### src/rtl/csa_acc_pkg.sv
// Shared types and sizing helpers for the carry-save accumulator.
package csa_acc_pkg;

  typedef enum logic [1:0] {
    ACCUM   = 2'd0,
    RESOLVE = 2'd1,
    OUTPUT  = 2'd2
  } state_e;

  function automatic int calc_w(input int n, input int cnt_w);
    return n + cnt_w;
  endfunction

  // Rounded up so a non-dividing CPA_W is caught by slices_exact rather than silently truncated.
  function automatic int calc_r(input int w, input int cpa_w);
    return (w + cpa_w - 1) / cpa_w;
  endfunction

  function automatic bit slices_exact(input int w, input int cpa_w);
    return (calc_r(w, cpa_w) * cpa_w) == w;
  endfunction

endpackage

### src/rtl/csa_cpa_slice.sv
// CPA_W-bit ripple-carry adder slice; purely combinational, no flow control.
module csa_cpa_slice #(
  parameter int CPA_W = 8
) (
  input  logic [CPA_W-1:0] a_i,
  input  logic [CPA_W-1:0] b_i,
  input  logic             cin_i,
  output logic [CPA_W-1:0] sum_o,
  output logic             cout_o
);

  logic [CPA_W:0] cy;

  assign cy[0] = cin_i;

  for (genvar i = 0; i < CPA_W; i++) begin : g_fa
    assign sum_o[i] = a_i[i] ^ b_i[i] ^ cy[i];
    assign cy[i+1]  = (a_i[i] & b_i[i]) | (a_i[i] & cy[i]) | (b_i[i] & cy[i]);
  end

  assign cout_o = cy[CPA_W];

endmodule

### src/rtl/csa_accumulator.sv
// Carry-save packet accumulator: 1 beat/cycle, result R=W/CPA_W cycles after last beat, held until out_ready.
// in_ready low outside ACCUM; define CSA_ACC_SAT_EN to saturate out_sum on overflow.
module csa_accumulator
  import csa_acc_pkg::*;
#(
  parameter int N      = 32,
  parameter int CNT_W  = 8,
  parameter int CPA_W  = 8,
  parameter int SIGNED = 1
) (
  input  logic             clk,
  input  logic             rst_n,
  input  logic             in_valid,
  output logic             in_ready,
  input  logic [N-1:0]     in_data,
  input  logic             in_last,
  output logic             out_valid,
  input  logic             out_ready,
  output logic [N-1:0]     out_sum,
  output logic             out_of,
  output logic [CNT_W-1:0] out_count
);

  localparam int W   = calc_w(N, CNT_W);
  localparam int R   = calc_r(W, CPA_W);
  localparam int K_W = (R > 1) ? $clog2(R) : 1;

  if (!slices_exact(W, CPA_W)) begin : g_bad_cpa_w
    $error("csa_accumulator: CPA_W must divide N+CNT_W");
  end

  state_e           state_q, state_d;
  logic [W-1:0]     s_q, c_q, t_q;
  logic [W-1:0]     ext_d, fa_s;
  logic [W-2:0]     fa_c;
  logic [CNT_W-1:0] count_q;
  logic             sticky_q;
  logic [K_W-1:0]   k_q;
  logic             cy_q;
  logic [CPA_W-1:0] slice_sum;
  logic             slice_cout;
  logic             accept;
  logic [W-N:0]     t_top;
  logic             of_arith;

  assign in_ready  = rst_n && (state_q == ACCUM);
  assign out_valid = (state_q == OUTPUT);
  assign accept    = in_valid && in_ready;

  assign ext_d = (SIGNED != 0) ? {{CNT_W{in_data[N-1]}}, in_data} : {{CNT_W{1'b0}}, in_data};

  // c_q holds the carry vector already shifted left, so S + C is the running total.
  for (genvar i = 0; i < W; i++) begin : g_csa
    assign fa_s[i] = s_q[i] ^ c_q[i] ^ ext_d[i];
    if (i < W - 1) begin : g_cy
      assign fa_c[i] = (s_q[i] & c_q[i]) | (s_q[i] & ext_d[i]) | (c_q[i] & ext_d[i]);
    end
  end

  csa_cpa_slice #(.CPA_W(CPA_W)) u_slice (
    .a_i   (s_q[CPA_W-1:0]),
    .b_i   (c_q[CPA_W-1:0]),
    .cin_i (cy_q),
    .sum_o (slice_sum),
    .cout_o(slice_cout)
  );

  always_ff @(posedge clk) begin
    if (!rst_n) state_q <= ACCUM;
    else        state_q <= state_d;
  end

  always_comb begin
    state_d = state_q;
    case (state_q)
      ACCUM:   if (accept && in_last)            state_d = RESOLVE;
      RESOLVE: if (k_q == K_W'(R - 1))           state_d = OUTPUT;
      OUTPUT:  if (out_ready)                    state_d = ACCUM;
      default:                                   state_d = ACCUM;
    endcase
  end

  always_ff @(posedge clk) begin
    if (!rst_n) begin
      s_q      <= '0;
      c_q      <= '0;
      t_q      <= '0;
      count_q  <= '0;
      sticky_q <= 1'b0;
      k_q      <= '0;
      cy_q     <= 1'b0;
    end else begin
      case (state_q)
        ACCUM: if (accept) begin
          s_q  <= fa_s;
          c_q  <= {fa_c, 1'b0};
          k_q  <= '0;
          cy_q <= 1'b0;
          if (count_q == '1) sticky_q <= 1'b1;
          else               count_q  <= count_q + 1'b1;
        end
        // S and C shift down so the slice adder always sees the next unresolved bits.
        RESOLVE: begin
          s_q <= s_q >> CPA_W;
          c_q <= c_q >> CPA_W;
          cy_q <= slice_cout;
          t_q[k_q*CPA_W +: CPA_W] <= slice_sum;
          k_q <= k_q + 1'b1;
        end
        OUTPUT: if (out_ready) begin
          s_q      <= '0;
          c_q      <= '0;
          count_q  <= '0;
          sticky_q <= 1'b0;
        end
        default: ;
      endcase
    end
  end

  assign t_top    = t_q[W-1:N-1];
  assign of_arith = (SIGNED != 0) ? !((&t_top) || !(|t_top)) : (|t_q[W-1:N]);
  assign out_of    = of_arith | sticky_q;
  assign out_count = count_q;

`ifdef CSA_ACC_SAT_EN
  always_comb begin
    out_sum = t_q[N-1:0];
    if (out_of) begin
      if (SIGNED != 0) out_sum = t_q[W-1] ? {1'b1, {(N-1){1'b0}}} : {1'b0, {(N-1){1'b1}}};
      else             out_sum = '1;
    end
  end
`else
  assign out_sum = t_q[N-1:0];
`endif

endmodule
### config.mk
export PLATFORM = sky130hd
export DESIGN_NAME = csa_accumulator
export DESIGN_NICKNAME = d
export VERILOG_FILES = /design/src/rtl/csa_acc_pkg.sv /design/src/rtl/csa_cpa_slice.sv /design/src/rtl/csa_accumulator.sv
export SDC_FILE = /design/constraint.sdc
export NUM_CORES = 1
export LEC_CHECK = 0
export CAP_MARGIN = 20
export CELL_PAD_IN_SITES_DETAIL_PLACEMENT = 1
export CELL_PAD_IN_SITES_GLOBAL_PLACEMENT = 1
export CORE_ASPECT_RATIO = 1.75
export CORE_UTILIZATION = 25
export CTS_BUF_LIST = sky130_fd_sc_hd__clkbuf_4 sky130_fd_sc_hd__clkbuf_8
export CTS_CLUSTER_DIAMETER = 200
export DETAILED_ROUTE_END_ITERATION = 6
export PLACE_DENSITY_LB_ADDON = 0.1
export SYNTH_ARGS = -nofsm -noshare
export SYNTH_HDL_FRONTEND = slang
export SYNTH_SLANG_ARGS = --single-unit
### constraint.sdc
create_clock -name clk -period 3.9 [get_ports clk]
set_clock_uncertainty 0.1 [all_clocks]
set_input_delay 0.78 -clock clk [delete_from_list [all_inputs] [get_ports clk]]
set_output_delay 0.78 -clock clk [all_outputs]
set_load 0.01 [all_outputs]
---- Yosys cells after proc, flatten, opt, wreduce, memory -nomap -nowiden ----
Cells that the tools add are included.
storage, ports and cells
  register bits after elaboration ......... 135
  output and inout port bits .............. 43
  word-level logic and storage cells ...... 378
operators by class
  add/sub/neg operators ................... 3
  eq/ne operators ......................... 10
  shifts and indexed selects .............. 2
  multiplexer cells ....................... 22
  bitwise operators ....................... 316
  reduce and logical (&&, ||, !) cells .... 17
operators with widths
  operator                 count
  $pmux 40 s3              2
  $and 1x1->1              133
  $mux 40                  3
  $or 1x1->1               95
  $xor 1x1->1              88
  $bwmux 40                1
  $shift 8x34->40 const A  1
  $shiftx 8x34->40         1
  $neg 6->34               1
  $mux 8                   3
  $pmux 8 s2               1
  $reduce_and 9->1         1
  $reduce_or 9->1          1
  $add 8x1->8 const B      1
  $eq 8x8->1 const B       1
  $reduce_and 4->1         2
  $mux 2                   3
  $ne 2x1->1 const B       3
  $ne 2x2->1 const B       3
  $pmux 2 s3               1
  $pmux 3 s2               1
  $reduce_and 3->1         2
  $mux 1                   4
  $pmux 1 s2               2
  other kinds (12)         16

---- Depth between registers and ports, before layout ----
Gate-level depths: netlist of run 1.
  depth in word-level cells ............... 25
  depth in mapped cells ................... 13
  gate-level depth less buffers ........... 13

---- Hierarchy ----
Synthesis of run 1 repeated with hierarchy kept, for this count alone.
unflattened totals
  cells, all modules ...................... 830
  area total of the unflattened synthesis .. 7,353.3 µm²
modules (own cells, without submodules)
  module           times used  cells an instance  area an instance (µm²)  seq. area each (µm²)
  csa_accumulator  1           812                7,155.6                 2,702.6
  csa_cpa_slice    1           18                 197.7                   0.0

---- Worst setup path after synthesis of run 1 ----
No wires, ideal clock.
  path kind ............................... reg-to-reg
  from .................................... reg s_q[0]
  to ...................................... reg t_q[39]
  library setup time ...................... 116 ps
  arrival ................................. 3,731 ps
  data required time ...................... 3,684 ps
  path slack .............................. -47 ps
  cell stages (with the launch flop) ...... 14
  buffers on the path ..................... 0
  period minus slack after synthesis ...... 3,947 ps
  cell sequence ........................... dfxtp_1 fa_1 inv_1 fa_1 fa_1 fa_1 fa_1 fa_1 fa_1 fa_1 nor2b_1 nand2_1 nor2_1 a31o_2
on the way
  word-level cells in the longest chain between the ends .. 24
  elaborated cells on any way between the ends .. 39
  those cells by class .................... shift: 1; mux: 1; bitwise: 37
ends and longest elaborated chain
  element                         line                    RTL
  start: declaration              csa_accumulator.sv:33   logic [W-1:0] s_q, c_q, t_q;
  start signal: assignment        csa_accumulator.sv:95   s_q <= fa_s;
  start signal: assignment        csa_accumulator.sv:104  s_q <= s_q >> CPA_W;
  $and 1x1->1                     csa_cpa_slice.sv:18     assign cy[i+1] = (a_i[i] & b_i[i]) | (a_i[i] & cy[i]) | (b_i[i] & cy[i]);
  $or 1x1->1 (2 in series)        csa_cpa_slice.sv:18
  $and 1x1->1                     csa_cpa_slice.sv:18
  $or 1x1->1 (2 in series)        csa_cpa_slice.sv:18
  $and 1x1->1                     csa_cpa_slice.sv:18
  $or 1x1->1 (2 in series)        csa_cpa_slice.sv:18
  $and 1x1->1                     csa_cpa_slice.sv:18
  $or 1x1->1 (2 in series)        csa_cpa_slice.sv:18
  $and 1x1->1                     csa_cpa_slice.sv:18
  $or 1x1->1 (2 in series)        csa_cpa_slice.sv:18
  $and 1x1->1                     csa_cpa_slice.sv:18
  $or 1x1->1 (2 in series)        csa_cpa_slice.sv:18
  $and 1x1->1                     csa_cpa_slice.sv:18
  $or 1x1->1 (2 in series)        csa_cpa_slice.sv:18
  $xor 1x1->1                     csa_cpa_slice.sv:17     assign sum_o[i] = a_i[i] ^ b_i[i] ^ cy[i];
  $shiftx 8x34->40 (*)            csa_accumulator.sv:107  t_q[k_q*CPA_W +: CPA_W] <= slice_sum;
  $bwmux 40 (*)                   csa_accumulator.sv:107
  end signal: indexed assignment  csa_accumulator.sv:107
  end: declaration                csa_accumulator.sv:33
Mark *: on every way between the ends. The rest lies on a longest branch, timed or not.
A chain may end at the register's enable or synchronous reset.

---- Final worst setup path of run 1 ----
  from .................................... reg cy_q
  to ...................................... reg t_q[39]
on the way
  word-level cells in the longest chain between the ends .. 24
  elaborated cells on any way between the ends .. 38
  those cells by class .................... shift: 1; mux: 1; bitwise: 36
ends and longest elaborated chain
  element                   line                    RTL
  start: declaration        csa_accumulator.sv:39   logic cy_q;
  start signal: assignment  csa_accumulator.sv:106  cy_q <= slice_cout;
  $and 1x1->1               csa_cpa_slice.sv:18
  $or 1x1->1 (2 in series)  csa_cpa_slice.sv:18
  $and 1x1->1               csa_cpa_slice.sv:18
  $or 1x1->1 (2 in series)  csa_cpa_slice.sv:18
  $and 1x1->1               csa_cpa_slice.sv:18
  $or 1x1->1 (2 in series)  csa_cpa_slice.sv:18
  $and 1x1->1               csa_cpa_slice.sv:18
  $or 1x1->1 (2 in series)  csa_cpa_slice.sv:18
  $and 1x1->1               csa_cpa_slice.sv:18
  $or 1x1->1 (2 in series)  csa_cpa_slice.sv:18
  $and 1x1->1               csa_cpa_slice.sv:18
  $or 1x1->1 (2 in series)  csa_cpa_slice.sv:18
  $and 1x1->1               csa_cpa_slice.sv:18
  $or 1x1->1 (2 in series)  csa_cpa_slice.sv:18
  $xor 1x1->1               csa_cpa_slice.sv:17
  $shiftx 8x34->40 (*)      csa_accumulator.sv:107
  $bwmux 40 (*)             csa_accumulator.sv:107
Marked as above.

==> metrics.md, run 1 <==
| Metric | Value |
|---|---|
| # diodes | `0` |
| H-tree levels | `4` |
| Synth Register Bits | `135` |
| Required time of the worst setup path | `4.17 ns` |
| Clk network pwr share | `0.284` |
| Drt first-iter violations | `291` |
| PD cells | `526 mW/mm²` |
| Pre-antenna DRT Iters | `4` |
| CTS clk-pin slew, worst paths | `0.08 ns` |
| CP Class | `reg2reg` |
| Slew at the pin closest to its max-slew limit | `0.933 ns` |
| Final antenna-violating net count | `0` |
| Layout cells sized above 1 | `0.0838` |
| Rows | `84` |
| CTS tree | `yes` |
| Clock latency on the worst-skew pair | `0.48 ns` |
| Crit-path cells | `fa_1 > inv_1 > fa_2 > fa_2 > fa_2 > fa_2 > fa_2 > fa_2 > fa_1 > nor2b_2 > nand2_1 > nor2_1 > a31o_2` |
| IR drop worst, VDD | `0.253 mV` |
| Max incr delay on CP | `0.52 ns` |
| Final worst-path setup slack | `0.107 ns` |
| Synth area leaders | `dfxtp_1, fa_1, nand3_1` |
| CP max stage cell | `fa_1` |
| Psw | `1710 µW` |
| Count of final setup violators | `0` |
| Hold WC Path Type | `reg2reg` |
| Max_slew headroom | `0.373` |
| Worst slack, placed | `-0.226 ns` |
| CTS Root Cell | `clkbuf_8` |
| Die Y | `234 µm` |
| Final worst path period share | `0.972` |
| Post-layout minimum cycle time | `3.79 ns` |
| Max-slew violation count | `0` |
| PortBufs | `79` |
| Reg power frac | `0.386` |
| Utilization after layout | `0.301` |
| Cell mode on critical path | `fa_2` |
| WL final | `22500 µm` |
| Maxcap violations | `0` |
| IO Pins | `80` |
| LEAKAGE | `0.00379 µW` |
| Grt ovf | `0` |
| Via count of the routed design | `5993` |
| Wire per inst | `17.9 µm` |
| Ys flop type | `dfxtp_1` |
| Fmax | `0.264 GHz` |
| Post-Syn Area per Cell | `9.06 µm²` |
| Post-CTS Setup Inserts | `0` |
| Clk sinks | `135` |
| Max FO, Critical Path | `3` |
| Via/cell ratio | `4.76` |
| Initial antenna violation count | `0` |
| Final #Nets | `956` |
| Post-synthesis sequential area ratio | `0.353` |
| Synth Warn # | `0` |
| Comb pwr share | `0.330` |
| Global-route wire length before repair | `36000 µm` |
| HPWL after DPL | `16100 µm` |
| Synth Instances | `846` |
| TritonCTS Buffers | `17` |
| Area Growth Syn to Fin | `17.9%` |
| Post-synthesis net count | `943` |
| Asr flop ratio synth | `0` |
| CTS Buffer Depth | `2` |
| Switching Share | `0.360` |
| EDFF count, synth | `0` |
| Die ar. | `0.0314 mm²` |
| CP Buf/Inv Count | `1` |
| CP startpoint kind | `register` |
| Status | `finished, final reports clean` |
| Crit. End Element | `register` |
| RSZ-0062 raised after global routing | `false` |
| Pin count of the biggest net entering global routing | `142` |
| Routability congestion estimate | `0.734` |
| # DRC | `0` |
| CP top delay family | `adder cells` |
| Hold Vio Cnt, Final | `0` |
| Post-synth top area share | `0.353` |
| Commonest non-fill, non-tap cell in the layout | `nand3_1` |
| Gr usage total | `0.152` |
| Worst EP arrival | `4.06 ns` |
| Starting Density | `0.255` |
| Post-Syn Area | `0.00766 mm²` |
| Most frequent cells in the layout | `nand3_1, dfxtp_1, clkdlybuf4s50_1` |
| Core footprint | `0.0301 mm²` |
| Synth cell types | `48` |
| Cell taking the most area after synthesis | `dfxtp_1` |
| Vias in the first global route | `6374` |
| Die width | `134 µm` |
| Cell-internal power | `3040 µW` |
[cells by family (layout without fill, tap and decap cells)]
| group | Yosys count | in the layout | share of synthesized area |
|---|---|---|---|
| AO/OA/AOI/OAI | 146 | 146 | 0.159 |
| XOR/XNOR | 1 | 1 | 0.00114 |
| adder cells (fa/ha/maj) | 60 | 60 | 0.144 |
| buffers and inverters | 126 | 151 | 0.0807 |
| flip-flops | 135 | 135 | 0.353 |
| multiplexers | 6 | 6 | 0.00784 |
| AND/OR/NAND/NOR | 372 | 372 | 0.254 |
[final timing paths]
check                       startpoint                   end  slack [ns]  cells past startpoint
hold / removal    t_q[12]$_SDFFE_PN0P_  t_q[12]$_SDFFE_PN0P_        0.36                      2
hold reg to reg   t_q[12]$_SDFFE_PN0P_  t_q[12]$_SDFFE_PN0P_        0.36                      2
setup reg to reg     cy_q$_SDFFE_PN0P_  t_q[39]$_SDFFE_PN0P_        0.11                     13
setup / recovery     cy_q$_SDFFE_PN0P_  t_q[39]$_SDFFE_PN0P_        0.11                     13
[cells in the mapped netlist, drive strengths merged (2+ instances only)]
master and instances:
dfxtp 135, clkbuf 55, a31oi 2, nand4 5, nor2b 16, o21ai 37
inv 25, buf 46, a31o 7, fa 47, ha 13, nand3 157
nor2 16, a21oi 2, a21boi 19, and3 2, or2 2, mux2i 6
nand2b 66, nand2 71, o211a 70, or3 3, o211ai 2, nand3b 14
nor3 6, a2111oi 2, and2 8
[per-layer routing]
| metal | vias to the layer above | share of wire | global-route usage |
|---|---|---|---|
| met4 | 0 | 0.013 | 0.0463 |
| met1 | 3006 | 0.39 | 0.159 |
| met5 | - | 0 | 0 |
| met2 | 61 | 0.57 | 0.299 |
| li1 | 2910 | - | - |
| met3 | 16 | 0.021 | 0.0304 |
[state kept, by name, summed over array words and instances, names as in the netlist]
signal	flops
s_q	40
state_q	2
c_q	40
cy_q	1
t_q	40
sticky_q	1
out_count	8
k_q	3
[area by class of cell]
cell class,instances,area [µm²]
Tap cell,387,484
Clock inverter,11,171
Sequential cell,135,2710
Clock buffer,20,275
Fill cell,3518,21000
Inverter,25,93.8
Timing Repair Buffer,95,917
Multi-Input combinational cell,585,4390
[power by group through the flow]
stage | Clock, µW | Sequential, µW | Combinational [µW]
finish | 1350 | 1830 | 1570
global route | 1470 | 1870 | 1790
CTS | 1410 | 1840 | 1610
detailed placement | 0 | 1870 | 1590
global placement | 0 | 1860 | 1550
floorplan | 0 | 1800 | 1140
[worst register-to-register path: stages (launching register included)]
cell and delay, ns:
dfxtp_1 0.35, fa_1 0.17, inv_1 0.05, fa_2 0.35
fa_2 0.35, fa_2 0.35, fa_2 0.35, fa_2 0.35
fa_2 0.35, fa_1 0.52, nor2b_2 0.06, nand2_1 0.06
nor2_1 0.04, a31o_2 0.23
[timing repair]
action / CTS / global route
setup endpoints to repair: 4 / 3
hold buffers: 0 / 0
pin swaps: 0 / 0
resized for setup: 6 / 2
[metrics by stage]
step	cells	hold WS, ns	total power [µW]	instance area (µm²)	setup TNS, ns
final	1258	0.359	4750	9030	0
after global placement	1226	0.347	3410	8570	-0.690
after detailed placement	1226	0.350	3470	8570	-0.755
after global routing	1258	0.387	5130	9030	0
after CTS	1257	0.364	4860	9030	0
after floorplan	846	0.336	2940	7660	0
No activity file was read; power rests on OpenSTA's default activity.
==> run 2, diff against run 1 <==
- CAP_MARGIN: 20 -> 5
==> run 2 against run 1 <==
Net effect: via count is essentially flat; utilization is essentially flat; combinational power is essentially flat; first-iteration DRC count shrank 0.69%; sequential power is essentially flat; fmax is essentially flat; setup slack is essentially flat; sequential share of layout area is essentially flat; register-to-register slack is essentially flat; design area is essentially flat; highest routed layer unchanged.
==> metrics.md, run 2 (synthesized netlist as in run 1, its figures left out) <==
| Metric | Value |
|---|---|
| Die width | `134 µm (unchanged)` |
| IR drop worst, VDD | `0.251 mV (-0.47%)` |
| Design Area, Final | `0.00903 mm² (about the same)` |
| # DRC | `0 (unchanged)` |
| Core footprint | `0.0301 mm² (unchanged)` |
| Starting Density | `0.255 (unchanged)` |
| Global-route wire length before repair | `36000 µm (unchanged)` |
| Die ar. | `0.0314 mm² (unchanged)` |
| Slew at the pin closest to its max-slew limit | `1.04 ns (+0.105 ns)` |
| Commonest non-fill, non-tap cell in the layout | `nand3_1` |
| Vias in the first global route | `6374 (unchanged)` |
| Reg power frac | `0.386 (about the same)` |
| Drt first-iter violations | `289 (-0.69%)` |
| Layout cells sized above 1 | `0.0839 (+0.0000963)` |
| Final #Nets | `955 (-0.10%)` |
| Die Y | `234 µm (unchanged)` |
| Status | `finished, final reports clean` |
| Power Total | `4740 µW (about the same)` |
| Worst EP arrival | `4.06 ns (about the same)` |
| Final worst path period share | `0.973 (about the same)` |
| Fmax | `0.264 GHz (about the same)` |
| Post-CTS Setup Inserts | `0 (unchanged)` |
| Required time of the worst setup path | `4.16 ns (about the same)` |
| CTS Hold Bufs | `0 (unchanged)` |
| LEAKAGE | `0.00379 µW (about the same)` |
| Area after DPL | `0.00857 mm² (unchanged)` |
| RSZ-0062 raised after global routing | `false` |
| Comb pwr share | `0.329 (about the same)` |
| Max FO, Critical Path | `3 (unchanged)` |
| CTS Root Cell | `clkbuf_8` |
| Pre-antenna DRT Iters | `4 (unchanged)` |
| Clock latency on the worst-skew pair | `0.48 ns (about the same)` |
| Post-layout minimum cycle time | `3.79 ns (+0.000189 ns)` |
| Biggest regs | `c_q (40), s_q (40), t_q (40)` |
| Rows | `84 (unchanged)` |
| CP Class | `reg2reg` |
| Wire per inst | `17.9 µm (about the same)` |
| Clk sinks | `135 (unchanged)` |
| Grt ovf | `0 (unchanged)` |
| TritonCTS Buffers | `17 (unchanged)` |
| H-tree levels | `4 (unchanged)` |
| Cell-internal power | `3040 µW (about the same)` |
| Area Growth Syn to Fin | `17.8% (about the same)` |
| PortBufs | `79 (unchanged)` |
| Initial antenna violation count | `0 (unchanged)` |
| Count of final setup violators | `0 (unchanged)` |
| CTS Buffer Depth | `2 (unchanged)` |
| Maxcap violations | `0 (unchanged)` |
| Psw | `1710 µW (-0.21%)` |
| Pin count of the biggest net entering global routing | `142 (unchanged)` |
| Clk network pwr share | `0.284 (about the same)` |
| Hold WC Path Type | `reg2reg` |
| Hold Vio Cnt, Final | `0 (unchanged)` |
| # diodes | `0 (unchanged)` |
| Via count of the routed design | `5988 (-0.083%)` |
| CTS tree | `yes` |
| IO Pins | `80 (unchanged)` |
| Max_slew headroom | `0.290 (-0.0831)` |
| CP startpoint kind | `register` |
| Most frequent cells in the layout | `nand3_1, dfxtp_1, clkdlybuf4s50_1` |
| PD cells | `525 mW/mm² (about the same)` |
| Routability congestion estimate | `0.734 (unchanged)` |
| Via/cell ratio | `4.76 (about the same)` |
| CTS clk-pin slew, worst paths | `0.08 ns (about the same)` |
| Gr usage total | `0.152 (unchanged)` |
| Max-slew violation count | `0 (unchanged)` |
| HPWL after DPL | `16100 µm (unchanged)` |
| Crit. End Element | `register` |
| Switching Share | `0.360 (-0.000402)` |
| WL final | `22500 µm (-0.17%)` |
| Final antenna-violating net count | `0 (unchanged)` |
## run 2: repair_timing
action | 4_1_cts | 5_1_grt
endpoints found under the setup margin | 4 | 3
gates cloned | 0 | 0
pin swaps | 0 | 0
gates resized for setup | 6 | 2
## run 2: critical path, stage by stage (launching register included)
cell     delay [ns]
dfxtp_1        0.35
fa_1           0.17
inv_1          0.05
fa_2           0.35
fa_2           0.35
fa_2           0.35
fa_2           0.35
fa_2           0.35
fa_2           0.35
fa_1           0.52
nor2b_2        0.06
nand2_1        0.06
nor2_1         0.04
a31o_2         0.23
## run 2: final cells by class
class	instances	area (µm²)
Tap cell	387	484
Fill cell	3516	21000
Sequential cell	135	2710
Clock inverter	11	171
Inverter	25	93.8
Clock buffer	20	275
Timing Repair Buffer	94	913
Multi-Input combinational cell	585	4390
## run 2: path summary, 6_finish.rpt
check,start,end,slack (ns),cells after the start
min reg2reg,t_q[11]$_SDFFE_PN0P_,t_q[11]$_SDFFE_PN0P_,0.36,2
min,t_q[11]$_SDFFE_PN0P_,t_q[11]$_SDFFE_PN0P_,0.36,2
max,cy_q$_SDFFE_PN0P_,t_q[39]$_SDFFE_PN0P_,0.11,13
max reg2reg,cy_q$_SDFFE_PN0P_,t_q[39]$_SDFFE_PN0P_,0.11,13
## run 2: through the flow
stage          utilization  setup slack, ns  instances  setup TNS [ns]  hold slack (ns)
2_1_floorplan            -          0.00284        846               0            0.336
3_3_place_gp         0.285           -0.203       1226          -0.690            0.347
3_5_place_dp         0.285           -0.226       1226          -0.755            0.350
4_1_cts              0.300           0.0342       1257               0            0.364
5_1_grt              0.300          0.00374       1257               0            0.387
6_report             0.300            0.107       1257               0            0.358
## run 2: layer usage
metal  vias to the layer above  wire length (µm)  global-route usage
li1                       2908                 -                   -
met5                         -                 0                   0
met1                      3002              8820               0.159
met3                        15               450              0.0304
met4                         0               286              0.0463
met2                        63             12900               0.299
## run 2: power groups by stage
| stage | sequential [µW] | combinational [µW] | clock [µW] |
|---|---|---|---|
| after floorplan | 1800 | 1140 | 0 |
| after global placement | 1860 | 1550 | 0 |
| after detailed placement | 1870 | 1590 | 0 |
| after CTS | 1840 | 1610 | 1410 |
| after global routing | 1870 | 1790 | 1470 |
| final | 1830 | 1560 | 1350 |
==> run 3, diff against run 2 <==
- CORE_ASPECT_RATIO: 1.75 -> not set
- CORE_MARGIN: not set -> 1.5
==> run 3 against run 2 <==
Net effect: utilization up 0.21 points; sequential share of layout area about the same; critical path depth unchanged; worst hold slack better by 0.0044 ns; global-route usage down 0.89 points; power down 0.73%; via count up 0.30%; non-clock buffer count unchanged; clock-buffer cell count down 2; fmax down 0.54%; combinational power about the same; largest cell class unchanged; largest power group unchanged; highest routed layer unchanged.
==> metrics.md, run 3 (synthesized netlist as in run 1, its figures left out) <==
| Metric | Value |
|---|---|
| Status | `finished, final reports clean` |
| CTS tree | `yes` |
| CTS Hold Bufs | `0 (unchanged)` |
| CP Class | `reg2reg` |
| Placed cells | `1229 (+0.24%)` |
| Pin count of the biggest net entering global routing | `144 (+1.4%)` |
| R2R setup slack | `0.09 ns (-0.02 ns)` |
| Final worst-path setup slack | `0.0864 ns (-0.0207 ns)` |
| Hold WC Path Type | `reg2reg` |
| Fmax | `0.262 GHz (-0.54%)` |
| # diodes | `0 (unchanged)` |
| Fin Hold WS | `0.363 ns (+0.00443 ns)` |
| Global-route wire length before repair | `35300 µm (-1.9%)` |
| Max FO, Critical Path | `4 (+1)` |
| Rows | `63 (-25%)` |
| Starting Density | `0.256 (+0.00157)` |
| Die ar. | `0.0317 mm² (+1.0%)` |
| Wire per inst | `16.9 µm (-5.3%)` |
| Clk sinks | `135 (unchanged)` |
| Pre-antenna DRT Iters | `4 (unchanged)` |
| Commonest non-fill, non-tap cell in the layout | `nand3_1` |
| Worst Reg-to-Reg Cells | `13 (unchanged)` |
| Final #Nets | `955 (unchanged)` |
| Sum of negative setup slack | `0 ns (unchanged)` |
| Gr usage total | `0.143 (-0.00886)` |
| Drt first-iter violations | `278 (-3.8%)` |
| Post-layout minimum cycle time | `3.81 ns (+0.0207 ns)` |
| CP startpoint kind | `register` |
| Worst r2r src | `s_q[0]$_SDFFE_PN0P_` |
| Routability congestion estimate | `0.736 (+0.19%)` |
| Worst EP arrival | `4.07 ns (about the same)` |
| Crit-path cells | `fa_1 > inv_1 > fa_2 > fa_2 > fa_2 > fa_2 > fa_2 > fa_2 > fa_2 > nor2b_4 > nand2_1 > nor2_1 > a31o_2` |
| PD cells | `521 mW/mm² (-0.83%)` |
| R2R Path End | `t_q[39]$_SDFFE_PN0P_` |
| Worst slack, placed | `-0.282 ns (-0.0557 ns)` |
| Core footprint | `0.0299 mm² (-0.61%)` |
| Slew at the pin closest to its max-slew limit | `1.02 ns (-0.0202 ns)` |
| Max incr delay on CP | `0.57 ns (+0.05 ns)` |
| Die width | `178 µm (+33%)` |
| Maxcap violations | `0 (unchanged)` |
| Required time of the worst setup path | `4.16 ns (about the same)` |
| Area Growth Syn to Fin | `18.0% (about the same)` |
| Via/cell ratio | `4.76 (about the same)` |
| H-tree levels | `4 (unchanged)` |
| Die Y | `178 µm (-24%)` |
| Grt ovf | `0 (unchanged)` |
| Initial antenna violation count | `0 (unchanged)` |
| Vias in the first global route | `6413 (+0.61%)` |
| Sink of the worst hold path | `t_q[8]$_SDFFE_PN0P_` |
| Worst Hold Depth | `2 (unchanged)` |
| Worst hold start | `t_q[8]$_SDFFE_PN0P_` |
| CP max stage cell | `fa_2` |
| Non-filler instance count after layout | `1261 (+0.32%)` |
| CTS Root Cell | `clkbuf_8` |
| CTS clk-pin slew, worst paths | `0.09 ns (about the same)` |
| IO Pins | `80 (unchanged)` |
| CP top delay family | `adder cells` |
| Max-slew violation count | `0 (unchanged)` |
| Max_slew headroom | `0.320 (+0.0296)` |
| TritonCTS Buffers | `17 (unchanged)` |
| Hold Vio Cnt, Final | `0 (unchanged)` |
| PortBufs | `79 (unchanged)` |
| # DRC | `0 (unchanged)` |
| Biggest regs | `c_q (40), s_q (40), t_q (40)` |
| CTS Buffer Depth | `2 (unchanged)` |
| Layout cells sized above 1 | `0.0873 (+0.00335)` |
| Final worst path period share | `0.978 (+0.00530)` |
| Power Total | `4710 µW (-0.73%)` |
| Post-CTS Setup Inserts | `0 (unchanged)` |
| Clock latency on the worst-skew pair | `0.47 ns (about the same)` |
| CP Buf/Inv Count | `1 (unchanged)` |
| IR drop worst, VDD | `0.218 mV (-13%)` |
| Most frequent cells in the layout | `nand3_1, dfxtp_1, clkdlybuf4s50_1` |
| Crit. End Element | `register` |
| Cell mode on critical path | `fa_2` |
| Final antenna-violating net count | `0 (unchanged)` |
| WL final | `21400 µm (-5.0%)` |
| LEAKAGE | `0.00379 µW (about the same)` |
| Via count of the routed design | `6006 (+0.30%)` |
| Count of final setup violators | `0 (unchanged)` |
| RSZ-0062 raised after global routing | `true` |
| HPWL after DPL | `14700 µm (-8.8%)` |
## run 3: changes by cell type in the layout (fill, tap and decap cells not counted), sizes merged
cell,previous run,this run
inv,26,32
clkbuf,20,18
clkinv,4,2
bufinv,4,3
## run 3: final cells by class
type,count,area (µm²)
clock buffer,18,241
clock inverter,14,189
fill,3411,20800
inverter,25,93.8
multi-input combinational,585,4390
sequential,135,2710
tap,390,488
timing repair buffer,94,926
## run 3: worst min-delay path, delay by kind of cell (launching register included)
family	cells	cell delay, ns
flops	1	0.32
compound gates	1	0.06
simple gates	1	0.05
## run 3: per-stage QoR
step	instance area, µm²	util
finish	9040	0.303
global route	9040	0.303
CTS	9030	0.302
detailed placement	8580	0.287
global placement	8580	0.287
floorplan	7660	-
## run 3: how the worst max path moves through the flow
stage / startpoint / endpoint / slack (ns) / depth (start not counted)
after floorplan: s_q[0]$_SDFFE_PN0P_ / t_q[39]$_SDFFE_PN0P_ / 0.003 / 13
after global placement: cy_q$_SDFFE_PN0P_ / t_q[39]$_SDFFE_PN0P_ / -0.24 / 13
after global routing: s_q[0]$_SDFFE_PN0P_ / t_q[39]$_SDFFE_PN0P_ / -0.07 / 13
final: s_q[0]$_SDFFE_PN0P_ / t_q[39]$_SDFFE_PN0P_ / 0.09 / 13
after CTS: s_q[0]$_SDFFE_PN0P_ / t_q[39]$_SDFFE_PN0P_ / 0.005 / 13
after detailed placement: cy_q$_SDFFE_PN0P_ / t_q[39]$_SDFFE_PN0P_ / -0.28 / 13
## run 3: timing repair
item | 4_1_cts | 5_1_grt
endpoints found under the setup margin | 4 | 4
pin swaps | 1 | 1
resized for setup | 7 | 3
## run 3: metal layers
layer	track usage	routed length, µm
met1	0.185	10100
met2	0.245	10400
met3	0.0262	565
met4	0.0385	252
met5	0	0
## run 3: where the power goes
part	total, µW	leakage, µW	switching [µW]	internal [µW]
clock	1320	0.000213	660	660
sequential	1830	0.00110	226	1600
combinational	1560	0.00247	867	695
total	4710	0.00379	1750	2960
==> RTL change 1 (config.mk and constraints of run 1) <==
Set the parameter `SIGNED` to 0 (it was 1).
--- a/src/rtl/csa_accumulator.sv
+++ b/src/rtl/csa_accumulator.sv
@@ -8,3 +8,3 @@
   parameter int CPA_W  = 8,
-  parameter int SIGNED = 1
+  parameter int SIGNED = 0
 ) (
Formal check against the unedited RTL: not equivalent (Yosys sat finds a counterexample within 10 cycles, from zero or initial values and one cycle with rst_n low).
==> RTL change 1 against run 1 <==
Synthesized area is 1.1% lower; core utilization decreased by 0.27 points; largest power group unchanged; largest cell class unchanged; global-route usage is 0.15 points lower; cell area fell by 1.3%; first-iteration DRC count is 0.34% lower; total power shrank 13%; worst setup slack worse by 0.041 ns; worst hold slack improved by 0.0027 ns; sequential cell count stayed put; clock power is 14% lower; wire length is 2.0% lower; sequential power fell by 7%.
==> RTL change 1: results (changes against run 1) <==
- Cell variety after synth: 50 (was 48)
- Comb power: 0.00126 W (was 0.00157 W)
- Static Leak: 3.80 nW (was 3.79 nW)
- Via density: 4.85 (was 4.76)
- Slew @ Worst Pin: 0.773 ns (was 0.933 ns)
- Most frequent cells after synthesis: dfxtp_1 (135), nand3_1 (131), o211a_1 (77), nand2b_1 (64), nand2_1 (59) (was nand3_1 (157), dfxtp_1 (135), nand2_1 (71), o211a_1 (70), nand2b_1 (66))
- Layout cells sized above 1: 0.0764 (was 0.0838)
- Dpl cell area: 8540 µm² (was 8570 µm²)
- Register area: 2710 µm² (about the same)
- H-Tree Depth: 4 (unchanged)
- Initial DRT Pass Iterations: 6 (was 4)
- Syn nets: 909 (was 943)
- Routability cong.: 0.716 (was 0.734)
- CP startpoint: s_q[0]$_SDFFE_PN0P_ (was cy_q$_SDFFE_PN0P_)
- WL final: 22100 µm (was 22500 µm)
- R2r endpoint: t_q[31]$_SDFFE_PN0P_ (was t_q[39]$_SDFFE_PN0P_)
- Nets: 926 (was 956)
- Synthesized area per cell: 9.33 µm² (was 9.06 µm²)
- Worst Path Max Fanout: 5 (was 3)
- Post-CTS Setup Bufs: 0 (unchanged)
- Post-DP HPWL: 15800 µm (was 16100 µm)
- Crit path DAT: 4.13 ns (was 4.06 ns)
- Top post-synthesis cells by area: dfxtp_1 (36%), fa_1 (11%), o211a_1 (10%) (was dfxtp_1 (35%), fa_1 (12%), nand3_1 (10%))
- Largest net degree at the start of global routing: 74 (was 142)
- GR Util All Layers: 0.151 (was 0.152)
- FF-to-FF setup slack: 0.07 ns (was 0.11 ns)
- Worst Hold Class: flip-flop to flip-flop (unchanged)
- P_clk: 0.00116 W (was 0.00135 W)
- Routed len/inst: 18.0 µm (was 17.9 µm)
- ANT cells: 0 (unchanged)
- Sw Share: 0.341 (was 0.360)
- Result of the run: complete, no violations (unchanged)
- Sequential share of the synthesized area: 0.357 (was 0.353)
- Port Buffer Count: 79 (unchanged)
- Vias in the first global route: 6357 (was 6374)
- Iteration-0 DRC Markers: 290 (was 291)
- Post-Place Cells: 1197 (was 1226)
- First-pass GRT wire length: 35500 µm (was 36000 µm)
- Peak supply drop: 0.000210 V (was 0.000253 V)
-- RTL change 1: cell types whose count changed after synthesis, sizes merged, moves of 11 or more --
| cell | delta |
|---|---|
| nand3 | -26 |
| nand2 | -12 |
| clkbuf | -11 |
| nor2 | -13 |
| or3 | +23 |
| a21boi | +26 |
| o21ai | -30 |
-- RTL change 1: final cells by class --
type | instances | share of cell area
clock buffers | 23 | 0.0327
clock inverters | 5 | 0.00842
inverters | 30 | 0.0126
multi-input cells | 550 | 0.481
flip-flops and latches | 135 | 0.303
well taps | 387 | 0.0543
repair buffers | 95 | 0.107
-- RTL change 1: worst min-delay path by stage --
stage          slack (ns)                  from              endpoint
2_1_floorplan        0.34  t_q[24]$_SDFFE_PN0P_  t_q[24]$_SDFFE_PN0P_
3_3_place_gp         0.35  t_q[10]$_SDFFE_PN0P_  t_q[10]$_SDFFE_PN0P_
3_5_place_dp         0.36  t_q[24]$_SDFFE_PN0P_  t_q[24]$_SDFFE_PN0P_
4_1_cts              0.37   t_q[9]$_SDFFE_PN0P_   t_q[9]$_SDFFE_PN0P_
5_1_grt              0.39  t_q[10]$_SDFFE_PN0P_  t_q[10]$_SDFFE_PN0P_
6_report             0.36  t_q[23]$_SDFFE_PN0P_  t_q[23]$_SDFFE_PN0P_
-- RTL change 1: timing repair --
| item | 4_1_cts | 5_1_grt |
|---|---|---|
| gates resized for setup | 5 | 3 |
| endpoints found under the hold margin | 0 | 0 |
| endpoints found under the setup margin | 3 | 3 |
| hold buffers | 0 | 0 |
| pin swaps | 1 | 0 |
-- RTL change 1: critical path, stage by stage (launching register included) --
cell,delay (ns)
dfxtp_2,0.35
fa_1,0.17
inv_1,0.05
fa_2,0.35
fa_2,0.36
fa_2,0.35
fa_2,0.35
fa_2,0.35
fa_2,0.34
fa_2,0.46
or3_1,0.38
a21boi_1,0.15
-- RTL change 1: through the flow --
step | total power, W | hold slack, ns | setup WS (ns)
detailed placement | 0.00304 | 0.360 | -0.247
CTS | 0.00424 | 0.368 | 0.0172
global placement | 0.00299 | 0.348 | -0.182
global route | 0.00444 | 0.388 | -0.112
finish | 0.00413 | 0.361 | 0.0663
floorplan | 0.00257 | 0.341 | 0.00748
-- RTL change 1: layer usage --
layer | global-route usage | vias to the layer above | part of all wire
li1 | - | 2854 | -
met1 | 0.159 | 2980 | 0.39
met2 | 0.287 | 85 | 0.56
met3 | 0.0266 | 27 | 0.023
met4 | 0.0664 | 0 | 0.025
met5 | 0 | - | 0
-- RTL change 1: logic make-up after synthesis --
group / synth area share
and+or+nand+nor: 0.236
AOI/OAI and AO/OA: 0.181
DFF: 0.357
buffers and inverters: 0.0819
adders and majority gates: 0.139
muxes: 0.00529
==> RTL change 2 (config.mk and constraints of run 1) <==
Made on the original files. Reset style: asynchronous (`rst_n`), changed in 2 clocked blocks.
--- a/src/rtl/csa_accumulator.sv
+++ b/src/rtl/csa_accumulator.sv
@@ -67,3 +67,3 @@
 
-  always_ff @(posedge clk) begin
+  always_ff @(posedge clk or negedge rst_n) begin
     if (!rst_n) state_q <= ACCUM;
@@ -82,3 +82,3 @@
 
-  always_ff @(posedge clk) begin
+  always_ff @(posedge clk or negedge rst_n) begin
     if (!rst_n) begin
Check against the original RTL: differs if rst_n is asserted again (counterexample within 4 cycles, from zero or initial values and one cycle with rst_n low); with rst_n held inactive, the same outputs for 4 cycles.
==> RTL change 2 against run 1 <==
Synthesized area is 4.9% lower; first-iteration DRC count decreased by 23%; worst hold slack worse by 0.27 ns; cell area shrank 3.1%; wire length is 7.1% lower; worst setup slack got worse by 0.011 ns; sequential cell count is the same.
Power is not compared: it rests on default switching activity, and its combinational part moved more than twofold at a synthesized area within 25%.
==> RTL change 2: results (changes against run 1) <==
- Routed len/inst: 18.6 µm (was 17.9 µm)
- Cell variety after synth: 52 (was 48)
- Clock-cell share: 0.0512 (was 0.0494)
- Post-DP HPWL: 14700 µm (was 16100 µm)
- Signal buf overhead: 0.106 (was 0.102)
- Met1 Resource Use GR: 0.176 (was 0.159)
- WL final: 20900 µm (was 22500 µm)
- Routability cong.: 0.730 (was 0.734)
- Clk_buf instances: 19 (was 20)
- First-pass GRT wire length: 33800 µm (was 36000 µm)
- Adder-Cell Fraction of Synth Area: 0.151 (was 0.144)
- M3 GR Usage: 0.0246 (was 0.0304)
- Layout cells sized above 1: 0.105 (was 0.0838)
- Largest net degree at the start of global routing: 99 (was 142)
- Syn nets: 793 (was 943)
- Die Wd: 131 µm (was 134 µm)
- Bufs w/o clock: 94 (was 95)
- Post-place setup slack: -0.0844 ns (was -0.226 ns)
- M1 wire length: 8500 µm (was 8860 µm)
- Main flop type after synthesis: dfrtp_1 (was dfxtp_1)
- Slew @ Worst Pin: 1.06 ns (was 0.933 ns)
- Mux share of post-synthesis cell area: 0.0139 (was 0.00784)
- Worst Path Max Fanout: 4 (was 3)
- Fillers: 3189 (was 3518)
- Top post-synthesis cells by area: dfrtp_1 (46%), fa_1 (13%), a221oi_1 (7.5%) (was dfxtp_1 (35%), fa_1 (12%), nand3_1 (10%))
- Most frequent cells after synthesis: dfrtp_1 (135), nor2_1 (109), nand2_1 (77), a221oi_1 (62), fa_1 (47) (was nand3_1 (157), dfxtp_1 (135), nand2_1 (71), o211a_1 (70), nand2b_1 (66))
- Max stage delay on crit path: 0.48 ns (was 0.52 ns)
- Synth Area in Compound Gates: 0.150 (was 0.159)
- Met2 Routed Length: 11700 µm (was 12900 µm)
- Async S/R FF share, synth: 1.00 (was 0)
- GR Layer Usage met2: 0.276 (was 0.299)
- Post-Place Cells: 1091 (was 1226)
- Vias in the first global route: 5876 (was 6374)
- DR WL met3: 440 µm (was 469 µm)
- Multi-input gates: 455 (was 585)
- Sequential share of the synthesized area: 0.464 (was 0.353)
- Iteration-0 DRC Markers: 224 (was 291)
- Area of the multi-input gates: 3410 µm² (was 4390 µm²)
- Resized cells post-CTS: 3 (was 6)
- Sequential share of cell area: 0.386 (was 0.299)
- Result of the run: complete, no violations (unchanged)
- Inverter count: 29 (was 25)
- Worst Hold Class: input pin to asynchronous set/reset pin (was flip-flop to flip-flop)
==> RTL change 2: final timing paths <==
kind | startpoint | endpoint | slack, ns | depth (start not counted)
setup / recovery | s_q[0]$_DFFE_PN0P_ | t_q[15]$_DFFE_PN0P_ | 0.1 | 11
hold / removal | rst_n | sticky_q$_DFFE_PN0P_ | 0.09 | 1
setup reg to reg | s_q[0]$_DFFE_PN0P_ | t_q[15]$_DFFE_PN0P_ | 0.1 | 11
hold reg to reg | t_q[28]$_DFFE_PN0P_ | t_q[28]$_DFFE_PN0P_ | 0.38 | 2
max in group asynchronous | rst_n | t_q[26]$_DFFE_PN0P_ | 1.78 | 3
min in group clk | t_q[28]$_DFFE_PN0P_ | t_q[28]$_DFFE_PN0P_ | 0.38 | 2
==> RTL change 2: report_power, final <==
| group | switching, W | internal, W |
|---|---|---|
| Clock | 0.000616 | 0.000729 |
| Sequential | 0.000579 | 0.00201 |
| Combinational | 0.00259 | 0.00181 |
